===== src/rtl/ibex_trace_pkg.sv =====
// Shared types for the RVFI trace buffer.
// Optional feature macro: RVFI_TRACE_MEM_EN adds memory-access fields to trace_rec_t.
package ibex_trace_pkg;

  localparam int unsigned OverflowCntW = 16;
  localparam int unsigned OrderW       = 16;

  typedef enum logic [1:0] {
    IDLE,
    CAPTURE,
    FROZEN
  } trace_state_e;

  // One retired-instruction record as held in the buffer.
  typedef struct packed {
`ifdef RVFI_TRACE_MEM_EN
    logic [31:0]       mem_addr;
    logic [3:0]        mem_mask;
    logic              mem_we;
`endif
    logic [31:0]       pc;
    logic [31:0]       insn;
    logic [OrderW-1:0] order;
    logic [4:0]        rd_addr;
    logic [31:0]       rd_wdata;
    logic              trap;
    logic              gap;
  } trace_rec_t;

endpackage


===== src/rtl/ibex_trace_fifo.sv =====
// Synchronous circular FIFO with extra-MSB pointers.
// Ports: clk_i/rst_ni clock and async active-low reset; clear flushes pointers;
// push/wdata write request; pop read request; rdata head entry; empty/full
// status; level occupancy.
module ibex_trace_fifo #(
  parameter int unsigned Depth = 16,
  parameter int unsigned Width = 8,
  localparam int unsigned AddrW = $clog2(Depth),
  localparam int unsigned PtrW  = AddrW + 1
) (
  input  logic             clk_i,
  input  logic             rst_ni,
  input  logic             clear,
  input  logic             push,
  input  logic [Width-1:0] wdata,
  input  logic             pop,
  output logic [Width-1:0] rdata,
  output logic             empty,
  output logic             full,
  output logic [PtrW-1:0]  level
);

  logic [Width-1:0] mem [Depth];
  logic [PtrW-1:0]  wptr;
  logic [PtrW-1:0]  rptr;
  logic             do_push;
  logic             do_pop;

  assign empty   = (wptr == rptr);
  assign full    = (wptr[AddrW] != rptr[AddrW]) &&
                   (wptr[AddrW-1:0] == rptr[AddrW-1:0]);
  assign do_pop  = pop & ~empty;
  // A full FIFO still accepts a write when the head leaves in the same cycle.
  assign do_push = push & (~full | do_pop);
  assign level   = wptr - rptr;
  assign rdata   = mem[rptr[AddrW-1:0]];

  // Pointers and storage; storage resets to zero so the head never reads X.
  always_ff @(posedge clk_i or negedge rst_ni) begin
    if (!rst_ni) begin
      wptr <= '0;
      rptr <= '0;
      for (int unsigned i = 0; i < Depth; i++) begin
        mem[AddrW'(i)] <= '0;
      end
    end else if (clear) begin
      wptr <= '0;
      rptr <= '0;
    end else begin
      if (do_push) begin
        mem[wptr[AddrW-1:0]] <= wdata;
        wptr                 <= wptr + PtrW'(1);
      end
      if (do_pop) begin
        rptr <= rptr + PtrW'(1);
      end
    end
  end

endmodule


===== src/rtl/ibex_rvfi_trace_buf.sv =====
// Captures RVFI retirement records into a circular buffer drained over valid/ready.
// Ports: clk_i/rst_ni clock and async active-low reset; enable_i capture enable;
// clear_i synchronous flush; rvfi_* retirement inputs; out_valid_o/out_ready_i/
// out_record_o drain port; level_o occupancy; overflow_cnt_o saturating drop
// count; frozen_o set while capture is frozen after a trap.
// Optional feature macro: RVFI_TRACE_MEM_EN stores memory-access info per record.
module ibex_rvfi_trace_buf
  import ibex_trace_pkg::*;
#(
  parameter int unsigned Depth      = 16,
  parameter bit          StopOnTrap = 1'b0,
  localparam int unsigned LvlW      = $clog2(Depth) + 1
) (
  input  logic                    clk_i,
  input  logic                    rst_ni,
  input  logic                    enable_i,
  input  logic                    clear_i,
  input  logic                    rvfi_valid,
  input  logic [63:0]             rvfi_order,
  input  logic [31:0]             rvfi_insn,
  input  logic                    rvfi_trap,
  input  logic [31:0]             rvfi_pc_rdata,
  input  logic [4:0]              rvfi_rd_addr,
  input  logic [31:0]             rvfi_rd_wdata,
  input  logic [31:0]             rvfi_mem_addr,
  input  logic [3:0]              rvfi_mem_rmask,
  input  logic [3:0]              rvfi_mem_wmask,
  output logic                    out_valid_o,
  input  logic                    out_ready_i,
  output trace_rec_t              out_record_o,
  output logic [LvlW-1:0]         level_o,
  output logic [OverflowCntW-1:0] overflow_cnt_o,
  output logic                    frozen_o
);

  localparam int unsigned RecW = $bits(trace_rec_t);

  trace_state_e    state;
  trace_rec_t      rec;
  logic [RecW-1:0] fifo_rdata;
  logic            fifo_empty;
  logic            fifo_full;
  logic            gap_pending;
  logic            pop;
  logic            push_req;
  logic            push_ok;
  logic            drop;
  logic            unused_order;

  assign unused_order = ^rvfi_order[63:OrderW];

  assign pop      = out_valid_o & out_ready_i;
  assign push_req = (state == CAPTURE) & rvfi_valid;
  assign push_ok  = push_req & (~fifo_full | pop);
  assign drop     = push_req & fifo_full & ~pop;

  // Record packing.
  always_comb begin
    rec          = '0;
    rec.pc       = rvfi_pc_rdata;
    rec.insn     = rvfi_insn;
    rec.order    = rvfi_order[OrderW-1:0];
    rec.rd_addr  = rvfi_rd_addr;
    rec.rd_wdata = rvfi_rd_wdata;
    rec.trap     = rvfi_trap;
    rec.gap      = gap_pending;
`ifdef RVFI_TRACE_MEM_EN
    rec.mem_addr = rvfi_mem_addr;
    rec.mem_mask = rvfi_mem_rmask | rvfi_mem_wmask;
    rec.mem_we   = |rvfi_mem_wmask;
`endif
  end

`ifndef RVFI_TRACE_MEM_EN
  logic unused_mem;
  assign unused_mem = ^{rvfi_mem_addr, rvfi_mem_rmask, rvfi_mem_wmask};
`endif

  ibex_trace_fifo #(
    .Depth (Depth),
    .Width (RecW)
  ) u_fifo (
    .clk_i  (clk_i),
    .rst_ni (rst_ni),
    .clear  (clear_i),
    .push   (push_ok),
    .wdata  (rec),
    .pop    (pop),
    .rdata  (fifo_rdata),
    .empty  (fifo_empty),
    .full   (fifo_full),
    .level  (level_o)
  );

  assign out_valid_o  = ~fifo_empty;
  assign out_record_o = trace_rec_t'(fifo_rdata);

  // Capture FSM plus drop/gap accounting; clear overrides everything.
  always_ff @(posedge clk_i or negedge rst_ni) begin
    if (!rst_ni) begin
      state          <= IDLE;
      frozen_o       <= 1'b0;
      gap_pending    <= 1'b0;
      overflow_cnt_o <= '0;
    end else if (clear_i) begin
      state          <= enable_i ? CAPTURE : IDLE;
      frozen_o       <= 1'b0;
      gap_pending    <= 1'b0;
      overflow_cnt_o <= '0;
    end else begin
      case (state)
        IDLE: begin
          if (enable_i) begin
            state <= CAPTURE;
          end
        end
        CAPTURE: begin
          if (StopOnTrap && push_ok && rvfi_trap) begin
            state    <= FROZEN;
            frozen_o <= 1'b1;
          end else if (!enable_i) begin
            state <= IDLE;
          end
        end
        FROZEN: begin
          state    <= FROZEN;
          frozen_o <= 1'b1;
        end
        default: begin
          state    <= IDLE;
          frozen_o <= 1'b0;
        end
      endcase

      if (drop) begin
        gap_pending <= 1'b1;
        if (overflow_cnt_o != '1) begin
          overflow_cnt_o <= overflow_cnt_o + OverflowCntW'(1);
        end
      end else if (push_ok) begin
        gap_pending <= 1'b0;
      end
    end
  end

endmodule


===== config.mk =====
export PLATFORM = sky130hd
export DESIGN_NAME = ibex_rvfi_trace_buf
export DESIGN_NICKNAME = d
export VERILOG_FILES = /design/src/rtl/ibex_trace_pkg.sv /design/src/rtl/ibex_trace_fifo.sv /design/src/rtl/ibex_rvfi_trace_buf.sv
export SDC_FILE = /design/constraint.sdc
export NUM_CORES = 2
export LEC_CHECK = 0
export ABC_CLOCK_PERIOD_IN_PS = 3500
export CORE_ASPECT_RATIO = 1.2
export CORE_MARGIN = 8
export CORE_UTILIZATION = 60
export DETAILED_ROUTE_END_ITERATION = 16
export PLACE_DENSITY = 0.79
export SLEW_MARGIN = 25
export SYNTH_ARGS = -nofsm -noshare
export SYNTH_HDL_FRONTEND = slang
export SYNTH_SLANG_ARGS = --single-unit

===== constraint.sdc =====
create_clock -name clk_i -period 3.5 [get_ports clk_i]
set_clock_uncertainty 0.15 [all_clocks]
set_input_delay 0.7 -clock clk_i [delete_from_list [all_inputs] [get_ports clk_i]]
set_output_delay 0.7 -clock clk_i [all_outputs]
set_load 0.1 [all_outputs]

# Word level (Yosys, flattened, before mapping)
# Index checks and enable logic that the tools add are counted.
[totals]
inputBits = 212
ff_bits = 1934
out_inout_bits = 142
word_cells = 88
[classes]
n_addsub = 4
n_bitwise = 15
order_cmp = 3
eq_ne = 9
n_mux = 23
reduce_logical = 12
[ops]
columns = ["operator", "count"]
rows = [
  ["1904-bit bitwise mux", 1],
  ["119-bit binary-select mux with 4-bit select", 1],
  ["119-bit demux with 4-bit select", 1],
  ["119-bit 2-to-1 mux", 3],
  ["16-bit 2-to-1 mux", 3],
  ["5-bit 2-to-1 mux", 4],
  ["16-bit by 1-bit adder with 16-bit output (second input constant)", 1],
  ["16-bit inequality test (second input constant)", 1],
  ["5-bit by 1-bit adder with 5-bit output (second input constant)", 2],
  ["5-bit >= comparator (second input constant)", 2],
  ["4-bit inverter with 5-bit output", 2],
  ["2-bit nonzero test", 4],
  ["1-bit bitwise AND", 7],
  ["2-bit 2-to-1 mux", 3],
  ["3-bit inequality test (second input constant)", 2],
  ["2-bit case mux with 3 select lines", 1],
  ["2-bit AND reduction", 3],
  ["5-bit equality test", 1],
  ["5-bit by 1-bit less-than comparator with 1-bit output (second input constant)", 1],
  ["1-bit 2-to-1 mux", 5],
  ["5-bit subtractor", 1],
  ["4-bit equality test", 1],
  ["1-bit inverter", 4],
  ["3-bit nonzero test", 1],
  ["other kinds (9)", 11],
]

# Logic depth before layout (Yosys ltp)
[logic_depth]
ltp_word = 8
ltp_mapped = 13

# Hierarchy
# From an unflattened synthesis, not the netlist that was laid out.
[unflattened]
cells_unflattened = 5612
area_unflattened_um2 = 92810.3
[by_module_without_submodules]
columns = ["module", "area_each_um2", "cells_each", "n_inst"]
rows = [
  ["ibex_trace_fifo", 91703.0, 5500, 1],
  ["ibex_rvfi_trace_buf", 1107.3, 112, 1],
]

# Worst setup path after synthesis
# OpenSTA, ideal clock, no wires.
[synth_timing]
path_kind = "reg-to-output"
startpoint = "register u_fifo.rptr[2]"
endpoint = "output out_record_o[100] (netlist bit)"
n_path_buf = 5
arrival_ns = 3.132
slack_ns = -0.482
t_required_ns = 2.650
stages_incl_launch_ff = 8
path_cell_list = "dfrtp_1 -> buf_2 -> buf_2 -> buf_2 -> clkbuf_1 -> clkbuf_1 -> nand2_1 -> a31oi_1"
[synth_rtl]
columns = ["element", "line", "source"]
rows = [
  ["start: declaration", "ibex_trace_fifo.sv:25", "logic [PtrW-1:0] rptr;"],
  ["start signal: assignment", "ibex_trace_fifo.sv:55", "rptr <= rptr + PtrW'(1);"],
  ["end: declaration", "ibex_rvfi_trace_buf.sv:30", "output trace_rec_t out_record_o,"],
]

==> impl_metrics.csv <==
group,metric,value,unit
sta,slew_violations,0,
pwr,cell_internal_pwr,41.4,mW
pwr,worst_vdd_ir,0.716,mV
cts,tritoncts_num_sinks,1934,
yosys,mapped_nets,5937,
route,firstDrtPassIters,8,
global_route,grt_max_degree,129,
cells_and_area,drive_gt1_share,55.5,%
yosys,flops_latches_synth,1934,
cells_and_area,postLayoutCoreUtil,71.2,%
cells_and_area,layout.cells.non_filler,8034,
pwr,switching_share,29.9,%
sta,setup_slack,-0.399,ns
global_route,gr-total-overflow,0,
worst_setup_path,end_kind,"output pin",
pwr,power_frac_comb,26.1,%
cts,clock_tree_root_buffer_cell,"sky130_fd_sc_hd__clkbuf_16",
floorplan,floorplan.die.width,366,um
yosys,ys_async_sr_fraction,100,%
yosys,ys_dominant_reg_cell,"sky130_fd_sc_hd__dfrtp_1",
global_route,top_usage_layer,"met2",
sta,final_min_period_over_clock_period,111,%
floorplan,floorplan.die_area,159000,um^2
route,detailroute.via_count,51600,
placed_design,place_area,94600,um^2
sta,achievable-frequency,256,MHz
global_route,grt_usage,28.1,%
global_route,grtUsageMet3,5.62,%
sta,number_of_setup_violations_in_the_final_report,121,
floorplan,initial_core_util,60.2,%
worst_setup_path,worst-path-max-fanout,7,
placed_design,dp.final_hpwl,121,mm
pwr,power.net_switching,17.6,mW
floorplan,floorplan.die.height,436,um
route,detail_route.iter0.violations,3780,
global_route,global_route_wire_length_before_repair,348,mm
sta,slew-limit-headroom,26.9,%
worst_setup_path,critical_path.startpoint_type,"register",
yosys,synthesis.instances,5714,
floorplan,std_cell_rows,154,
yosys,synth_top_area_share,54.9,%
yosys,syn_area,88100,um^2
global_route,grt_util_met2,46.6,%
cts,ctsHtreeMaxLevel,4,
yosys,synth_area_leaders,"sky130_fd_sc_hd__dfrtp_1 (55%), sky130_fd_sc_hd__mux2_2 (24%), sky130_fd_sc_hd__mux4_2 (12%)",
route,ant_nets,0,
placed_design,port_buffers,265,
yosys,synthDistinctLibCells,44,
pwr,seq_pwr_share,40.5,%
global_route,grt_antenna_before_repair,22,
worst_hold_path,hold_class,"in -> reg",
global_route,grt.met1_usage,37.7,%
yosys,post_synth_most_frequent_cells,"sky130_fd_sc_hd__dfrtp_1 (1,934), sky130_fd_sc_hd__mux2_2 (1,902), sky130_fd_sc_hd__nand2_1 (501), sky130_fd_sc_hd__mux4_2 (476), sky130_fd_sc_hd__clkbuf_1 (237)",
route,drt-vias-per-instance,6.43,
cells_and_area,nets,6157,
placed_design,detailedPlace.worstSlack,0.0611,ns
route,remaining_drc_errors,0,
run_status,violations,"negative setup slack",
sta,worst-slew-pin-transition,1.10,ns
global_route,first_global_vias,56200,
floorplan,number_of_top_level_pins,354,
pwr,power.clock.fraction,33.4,%
yosys,yosysWarnings,0,
run_status,status,"complete, but fails checks",
run,drv.max_cap_violation_count,0,
cts,cts_tree,"done",
placed_design,dp.cells,7584,
yosys,synth.most_common_cell,"sky130_fd_sc_hd__dfrtp_1",
route,wl_per_cell,28.4,um
worst_setup_path,critPathArrivalTime,3.05,ns
pwr,p_per_area,567,nW/um^2
cts,worst_setup_hold_path_clk_slew,0.06,ns
sta,period_needed,3.90,ns
sta,rsz0062_at_grt,"true",
cts,cts_made_buffers,188,
yosys,yosysSeqAreaShare,54.9,%
floorplan,design.core.area,146000,um^2
pwr,p_leak,49.2,nW
worst_setup_path,cp_cell_sequence,"buf_12 > buf_16 > buf_16 > clkbuf_16 > mux4_2 > nand2_1 > and3_4 > a31oi_4 > buf_12",
yosys,avgSynthCellArea,15.4,um^2
cts,cts.path.max_buffers,3,
yosys,yosys.area.top_type,"sky130_fd_sc_hd__dfrtp_1",
cells_and_area,fin_area,104000,um^2
placed_design,routabilityCongestion,0.758,
worst_setup_path,timing_worst_setup_path_type,"reg -> out",
worst_setup_path,cp_slowest_stage_delay,0.48,ns
cts,worstSkewPairLatency,0.83,ns
cells_and_area,area.growth.synth_to_final,18.1,%
worst_setup_path,worstPathRequired,2.65,ns
sta,hold_violations,0,
route,routed_wl,228,mm
yosys,synth-edff-count,0,
worst_setup_path,cpMaxStageDelayCell,"sky130_fd_sc_hd__mux4_2",
## worst paths after layout
kind,from,end,slack (ns),cells after the start
min in group asynchronous,rst_ni,u_fifo.mem[1228],0.35,2
max in group asynchronous,rst_ni,u_fifo.mem[1173],1.63,4
max reg2reg,u_fifo.rptr[2],u_fifo.mem[369],0.07,11
max,u_fifo.rptr[0],out_record_o[7],-0.40,9
min,clear_i,u_fifo.wptr[3],0.1,2
min reg2reg,state[0],state[1],0.31,1
## worst max-delay path: cells and delay by family (launching register included)
| family | cells | cell delay [ns] |
|---|---|---|
| buf+inv | 5 | 0.90 |
| mux | 1 | 0.48 |
| simple gates | 2 | 0.30 |
| flops | 1 | 0.46 |
| compound gates | 1 | 0.05 |
## per-stage QoR
stage               TNS [ns]  power (mW)  hold slack [ns]
finish                -36.15        59.0           0.0967
detailed placement         0        37.8            0.304
floorplan             -0.269        32.8            0.254
global placement           0        37.6            0.289
CTS                   -45.87        58.7           0.0570
global route          -45.33        61.0           0.0865
## power by group through the flow
stage | Clock (mW) | Combinational, mW | Sequential (mW)
final | 19.7 | 15.4 | 23.9
after global routing | 20.9 | 16.0 | 24.0
after CTS | 20.0 | 14.9 | 23.9
after detailed placement | 0 | 13.5 | 24.3
after global placement | 0 | 13.4 | 24.2
after floorplan | 0 | 8.68 | 24.1
## repair_timing
action,in CTS,in global routing
gates cloned,30,18
resized for setup,192,127
hold buffers,1,0
endpoints found under the hold margin,50,0
pin swaps,26,48
setup endpoints to repair,121,123
buffers inserted,42,24
## cell families (layout without fill, tap and decap cells)
family / after synthesis / in the layout / share of synthesized area (%)
XOR/XNOR: 25 / 25 / 0.249
AND/OR/NAND/NOR: 689 / 689 / 3.41
other: 0 / 15 / 0
flip-flops: 1934 / 1934 / 54.9
adder cells (fa/ha/maj): 11 / 11 / 0.165
AO/OA/AOI/OAI: 141 / 141 / 1.06
buffers and inverters: 533 / 888 / 3.68
multiplexers: 2381 / 2381 / 36.5
## flip-flops by register name, summed over array words and instances (netlist names)
| register | flops |
|---|---|
| state | 2 |
| u_fifo.rptr | 5 |
| frozen_o | 1 |
| gap_pending | 1 |
| u_fifo.mem | 1904 |
| u_fifo.wptr | 5 |
| overflow_cnt_o | 16 |
## final cells by class
cell class | instances | area (um^2)
clock inverter | 50 | 462
clock buffer | 275 | 5460
timing repair buffer | 549 | 8780
antenna | 15 | 37.5
inverter | 14 | 86.3
sequential | 1934 | 48400
fill | 9026 | 42200
tap | 1950 | 2440
multi-input combinational | 3247 | 38400
## cells in the final DEF (no fill, tap or decap), types with 11 or more instances in the layout
cell | synthesis | routed
sky130_fd_sc_hd__a31oi_2 | 0 | 59
sky130_fd_sc_hd__a31oi_4 | 1 | 61
sky130_fd_sc_hd__and3_1 | 119 | 46
sky130_fd_sc_hd__and3_4 | 0 | 72
sky130_fd_sc_hd__buf_12 | 0 | 220
sky130_fd_sc_hd__buf_16 | 0 | 48
sky130_fd_sc_hd__buf_4 | 100 | 101
sky130_fd_sc_hd__buf_6 | 104 | 22
sky130_fd_sc_hd__buf_8 | 0 | 11
sky130_fd_sc_hd__clkbuf_1 | 237 | 48
sky130_fd_sc_hd__clkbuf_16 | 0 | 208
sky130_fd_sc_hd__clkbuf_8 | 0 | 36
sky130_fd_sc_hd__clkdlybuf4s50_1 | 0 | 121
sky130_fd_sc_hd__clkinv_2 | 0 | 35
sky130_fd_sc_hd__dfrtp_1 | 1934 | 1930
sky130_fd_sc_hd__diode_2 | 0 | 15
sky130_fd_sc_hd__inv_1 | 14 | 11
sky130_fd_sc_hd__mux2_2 | 1902 | 1902
sky130_fd_sc_hd__mux4_2 | 476 | 476
sky130_fd_sc_hd__nand2_1 | 501 | 430
sky130_fd_sc_hd__nand2_2 | 0 | 58
sky130_fd_sc_hd__nand2_4 | 0 | 13
sky130_fd_sc_hd__nor2_1 | 32 | 32
sky130_fd_sc_hd__xnor2_1 | 20 | 17
## layer usage
layer | part of all wire [%] | wire [um]
met4 | 2.7 | 6210
met1 | 41 | 94400
met2 | 50 | 114000
met3 | 5.7 | 12900
met5 | 0.023 | 52
Note: power is estimated with default switching activity, not from simulation.
